--- src/rtl/mem_ctrl_pkg.sv ---
// Shared definitions for the MEM-stage SRAM controller: defaults, FSM encoding, counter width.
package mem_ctrl_pkg;

    localparam int unsigned WAIT_CYCLES_DEF = 2;
    localparam int unsigned SRAM_AW_DEF     = 18;
    localparam int unsigned CNT_W           = 3;

    typedef logic [1:0] state_t;

    localparam state_t StIdle = 2'd0;
    localparam state_t StLo   = 2'd1;
    localparam state_t StHi   = 2'd2;
    localparam state_t StDone = 2'd3;

endpackage

--- src/rtl/sram_phase_cnt.sv ---
// Phase timer for one SRAM halfword phase; tc marks the last cycle of the phase.
module sram_phase_cnt
    import mem_ctrl_pkg::*;
#(
    parameter int unsigned MAX = WAIT_CYCLES_DEF
) (
    input  logic clk,
    input  logic rst,
    input  logic clr,
    input  logic en,
    output logic tc
);

    logic [CNT_W-1:0] cnt_q;

    always_ff @(posedge clk) begin
        if (!rst) begin
            cnt_q <= '0;
        end else if (clr) begin
            cnt_q <= '0;
        end else if (en) begin
            cnt_q <= cnt_q + 1'b1;
        end
    end

    assign tc = (cnt_q == CNT_W'(MAX));

endmodule

--- src/rtl/mem_stage_sram_ctrl.sv ---
// MEM-stage controller: one 32-bit access as two 16-bit SRAM phases, stalling the pipeline meanwhile.
module mem_stage_sram_ctrl
    import mem_ctrl_pkg::*;
#(
    parameter int unsigned WAIT_CYCLES = WAIT_CYCLES_DEF,
    parameter int unsigned SRAM_AW     = SRAM_AW_DEF
) (
    input  logic               clk,
    input  logic               rst,
    input  logic               mem_r_en,
    input  logic               mem_w_en,
    input  logic [31:0]        addr,
    input  logic [31:0]        wr_data,
    output logic [31:0]        rd_data,
    output logic               ready,
    output logic               freeze,
    output logic [SRAM_AW-1:0] sram_addr,
    output logic [15:0]        sram_dq_out,
    output logic               sram_dq_oe,
    input  logic [15:0]        sram_dq_in,
    output logic               sram_ce_n,
    output logic               sram_oe_n,
    output logic               sram_we_n
);

    state_t             state_q, state_d;
    logic [SRAM_AW-2:0] addr_q;
    logic [31:0]        wr_data_q;
    logic               op_wr_q;
    logic [31:0]        rd_data_q;
    logic               in_phase;
    logic               tc;
    logic               req;
    logic               unused_addr;

    assign unused_addr = ^{addr[31:SRAM_AW+1], addr[1:0]};
    assign req         = mem_r_en | mem_w_en;
    assign in_phase    = (state_q == StLo) || (state_q == StHi);

    // Counter restarts on every phase boundary so LO and HI time out independently.
    sram_phase_cnt #(
        .MAX (WAIT_CYCLES)
    ) u_phase_cnt (
        .clk (clk),
        .rst (rst),
        .clr (!in_phase || tc),
        .en  (in_phase),
        .tc  (tc)
    );

    always_comb begin
        state_d = state_q;
        unique case (state_q)
            StIdle:  if (req) state_d = StLo;
            StLo:    if (tc) state_d = StHi;
            StHi:    if (tc) state_d = StDone;
            StDone:  state_d = StIdle;
            default: state_d = StIdle;
        endcase
    end

    always_ff @(posedge clk) begin
        if (!rst) begin
            state_q   <= StIdle;
            addr_q    <= '0;
            wr_data_q <= '0;
            op_wr_q   <= 1'b0;
            rd_data_q <= '0;
        end else begin
            state_q <= state_d;
            if (state_q == StIdle && req) begin
                addr_q    <= addr[SRAM_AW:2];
                wr_data_q <= wr_data;
                op_wr_q   <= mem_w_en;
            end
            if (tc && !op_wr_q && state_q == StLo) rd_data_q[15:0]  <= sram_dq_in;
            if (tc && !op_wr_q && state_q == StHi) rd_data_q[31:16] <= sram_dq_in;
        end
    end

    always_comb begin
        ready = 1'b0;
        unique case (state_q)
            StIdle:  ready = !req;
            StDone:  ready = 1'b1;
            default: ready = 1'b0;
        endcase
    end

    assign freeze      = ~ready;
    assign rd_data     = rd_data_q;
    assign sram_addr   = {addr_q, (state_q == StHi)};
    assign sram_dq_out = (state_q == StHi) ? wr_data_q[31:16] : wr_data_q[15:0];
    assign sram_dq_oe  = in_phase && op_wr_q;
    assign sram_ce_n   = !in_phase;
    assign sram_oe_n   = !(in_phase && !op_wr_q);
    // Write strobe released on the final phase cycle to give the SRAM data hold time.
    assign sram_we_n   = !(in_phase && op_wr_q && !tc);

endmodule
--- config.mk ---
export PLATFORM = sky130hd
export DESIGN_NAME = mem_stage_sram_ctrl
export DESIGN_NICKNAME = d
export VERILOG_FILES = /design/src/rtl/mem_ctrl_pkg.sv /design/src/rtl/sram_phase_cnt.sv /design/src/rtl/mem_stage_sram_ctrl.sv
export SDC_FILE = /design/constraint.sdc
export NUM_CORES = 1
export LEC_CHECK = 0
export ABC_AREA = 1
export ABC_CLOCK_PERIOD_IN_PS = 4210
export CORE_ASPECT_RATIO = 1.4
export CORE_MARGIN = 4
export CORE_UTILIZATION = 40
export CTS_CLUSTER_SIZE = 12
export DETAILED_ROUTE_END_ITERATION = 10
export DONT_BUFFER_PORTS = 1
export PLACE_DENSITY = 0.54
export SYNTH_ARGS = -nofsm -noshare
export SYNTH_HDL_FRONTEND = slang
export SYNTH_SLANG_ARGS = --single-unit
--- constraint.sdc ---
create_clock -name clk -period 4.21 [get_ports clk]
set_clock_uncertainty 0.1 [all_clocks]
set_input_delay 0.2105 -clock clk [delete_from_list [all_inputs] [get_ports clk]]
set_output_delay 0.2105 -clock clk [all_outputs]
set_load 0.03 [all_outputs]
==> flow_summary_export.csv <==
group,metric,value,unit
clock_network,clock_latency,0.33,ns
synthesis,synth_top_area_cell,"dfxtp_1",
die,num_rows,41,
clock_network,cts_buffer_depth,2,
die,dieHeight,121,um
finish,layout_commonest_cell,"nor2_1",
sta,rsz0062_at_grt,"no",
power,p_per_area,671,mW/mm^2
global_routing,grt_pass1_wl,15.6,mm
global_routing,grt_overflow_total,0,
clock_network,clock-root-buffer,"clkbuf_16",
finish,drive_gt1_share,4.94,%
power,swShare,42.1,%
detailed_routing,drt.antenna.violating_nets,0,
die,initial_core_util,40.7,%
placement,io_buffer_count,0,
placement,dp_cells,588,
sta,finalSetupViolCount,0,
clock_network,clk_pin_slew,0.06,ns
synthesis,synth.area.top_cells,"dfxtp_1 48%, nor2_1 17%, nand2_1 9.4%",
sta,min_period,2.69,ns
synthesis,synth_top_family_by_area,"simple AND/OR/NAND/NOR gates",
detailed_routing,drc,0,
power,pwr-share-seq,41.3,%
sta,fmax,371,MHz
clock_network,cts_resized,0,
clock_network,cts.sinks,87,
placement,pre_cts_ws,1.64,ns
synthesis,synthAdderAreaFrac,2.40,%
global_routing,antenna_found_initial,0,
finish,fin_nets,634,
power,switchingPower,0.00126,W
finish,antenna_cells,0,
worst_setup_path,cp.arrival,2.38,ns
sta,maxSlewHeadroom,24.7,%
sta,period_share,64.0,%
placement,place_area,0.00362,sq mm
synthesis,muxShareOfSynthArea,0,%
clock_network,cts_inserted_buffers,9,
finish,fin_cells,654,
power,leakagePower,1.91,nW
sta,hold_ws,0.0389,ns
synthesis,syn-instance-count,514,
worst_setup_path,crit_type,"reg -> out",
global_routing,grt_usage,18.4,%
sta,hold_viol_final,0,
detailed_routing,via_per_inst,5.06,
detailed_routing,post_drt_wl_per_cell,14.8,um
die,pin_count,156,
min_path,hold_class,"in -> reg",
finish,final_cell_mix,"170 x nor2_1, 91 x nand2_1, 87 x dfxtp_1",
worst_setup_path,start_kind,"flip-flop",
die,core_area,0.00898,sq mm
global_routing,grt_max_degree,86,
synthesis,synthXorXnorAreaFrac,0.240,%
power,vdd_drop_max,329,uV
power,clock_power_share,26.7,%
sta,finalMaxSlewViolations,0,
worst_setup_path,required,3.90,ns
placement,hpwl,6.02,mm
synthesis,synth_seq_area_share,47.7,%
placement,routabilityCongestion,0.774,
sta,layout_setup_ws,1.52,ns
finish,syn_to_final_growth,21.7,%
finish,fill_cells,891,
power,intPower,0.00173,W
synthesis,ys_ff_latch,87,
die,dieArea,0.0107,sq mm
worst_setup_path,end_kind,"output port",
synthesis,synth_simple_gate_area_share,34.2,%
synthesis,synth-compound-area-share,7.64,%
synthesis,ys_warn_count,0,
finish,fin_area,0.00444,sq mm
run,cap_violations,0,
sta,worst_slew_pin_slew,1.13,ns
synthesis,synth_nets,605,
outcome,status,"finished, final reports clean",
sta,tns,0,ns
synthesis,synth_area_per_cell,7.11,sq um
detailed_routing,routed_wl,9.68,mm
global_routing,grt_pass1_vias,3205,
power,comb_power_share,32.0,%
worst_setup_path,path_max_fanout,35,
die,die_w,88.8,um
synthesis,synth_area,0.00365,sq mm
detailed_routing,drt_pass1_iterations,6,
clock_network,htree_num_levels,3,
synthesis,yosys.area.top_type_share,47.7,%
detailed_routing,vias,3307,
detailed_routing,drt_iter0_drc,111,
clock_network,cts_tree,"yes",
synthesis,synth_cell_type_count,21,
## stage by stage
stage,total power [W],utilization [%]
2_1_floorplan,0.00201,-
3_3_place_gp,0.00214,40.3
3_5_place_dp,0.00216,40.3
4_1_cts,0.00302,49.5
5_1_grt,0.00318,49.5
6_report,0.00298,49.5
## worst paths after layout
| kind | startpoint | endpoint | slack, ns | depth (start not counted) |
|---|---|---|---|---|
| worst max-delay path | state_q[0] | sram_dq_out[5] | 1.52 | 5 |
| worst min-delay path | sram_dq_in[14] | rd_data[14] | 0.04 | 4 |
| worst max register to register | state_q[0] | rd_data[25] | 1.71 | 6 |
| worst min register to register | u_phase_cnt.cnt_q[0] | u_phase_cnt.cnt_q[0] | 0.35 | 1 |
## power groups by stage
stage	sequential (W)	combinational, W	clock, W
floorplan	0.00122	0.000791	0
global placement	0.00124	0.000897	0
detailed placement	0.00125	0.000910	0
CTS	0.00123	0.000962	0.000821
global route	0.00125	0.00108	0.000850
finish	0.00123	0.000954	0.000796
## worst max-delay path: stages, from the launching register on
cell and delay, ns:
dfxtp_1 0.34, inv_1 0.12, ha_2 0.81, inv_2 0.38, nand2_1 0.16, nand2_1 0.21
## routing by layer
metal | vias up | wire (um) | GRT usage, %
met5 | - | 0 | 0
met4 | 0 | 324 | 9.17
met3 | 25 | 772 | 4.96
met2 | 115 | 4790 | 30.0
met1 | 1496 | 3790 | 21.7
li1 | 1671 | - | -
## registers in the layout, indices dropped and copies added (netlist names)
signal / count
op_wr_q: 1
addr_q: 17
rd_data: 32
wr_data_q: 32
state_q: 2
u_phase_cnt.cnt_q: 3
## cells in the mapped netlist (all sizes together)
cell type / instances
nor2: 173
nand2: 91
dfxtp: 87
o21ai: 51
nand4: 32
inv: 29
buf: 24
clkbuf: 10
ha: 7
a21oi: 4
nand3: 4
or2: 1
xor2: 1
## layout make-up
class / instances / area (sq um) / share of cell area, %
Inverter: 29 / 109 / 2.45
Timing Repair Buffer: 52 / 536 / 12.0
Tap cell: 107 / 134 / 3.01
Multi-Input combinational cell: 364 / 1630 / 36.6
Sequential cell: 87 / 1740 / 39.2
Clock buffer: 12 / 256 / 5.77
Clock inverter: 3 / 42.5 / 0.957
## what timing repair did
action	CTS	global route
buffers inserted	0	0
hold buffers	51	0
endpoints found under the setup margin	0	0
endpoints found under the hold margin	87	0
## cell families (layout without fill, tap and decap cells)
group           count (synthesis)  in the layout
flops                          87             87
compound gates                 55             55
buf+inv                        63             96
xor+xnor                        1              1
simple gates                  301            301
fa+ha+maj                       7              7
Note: power is estimated with default switching activity, not from simulation.
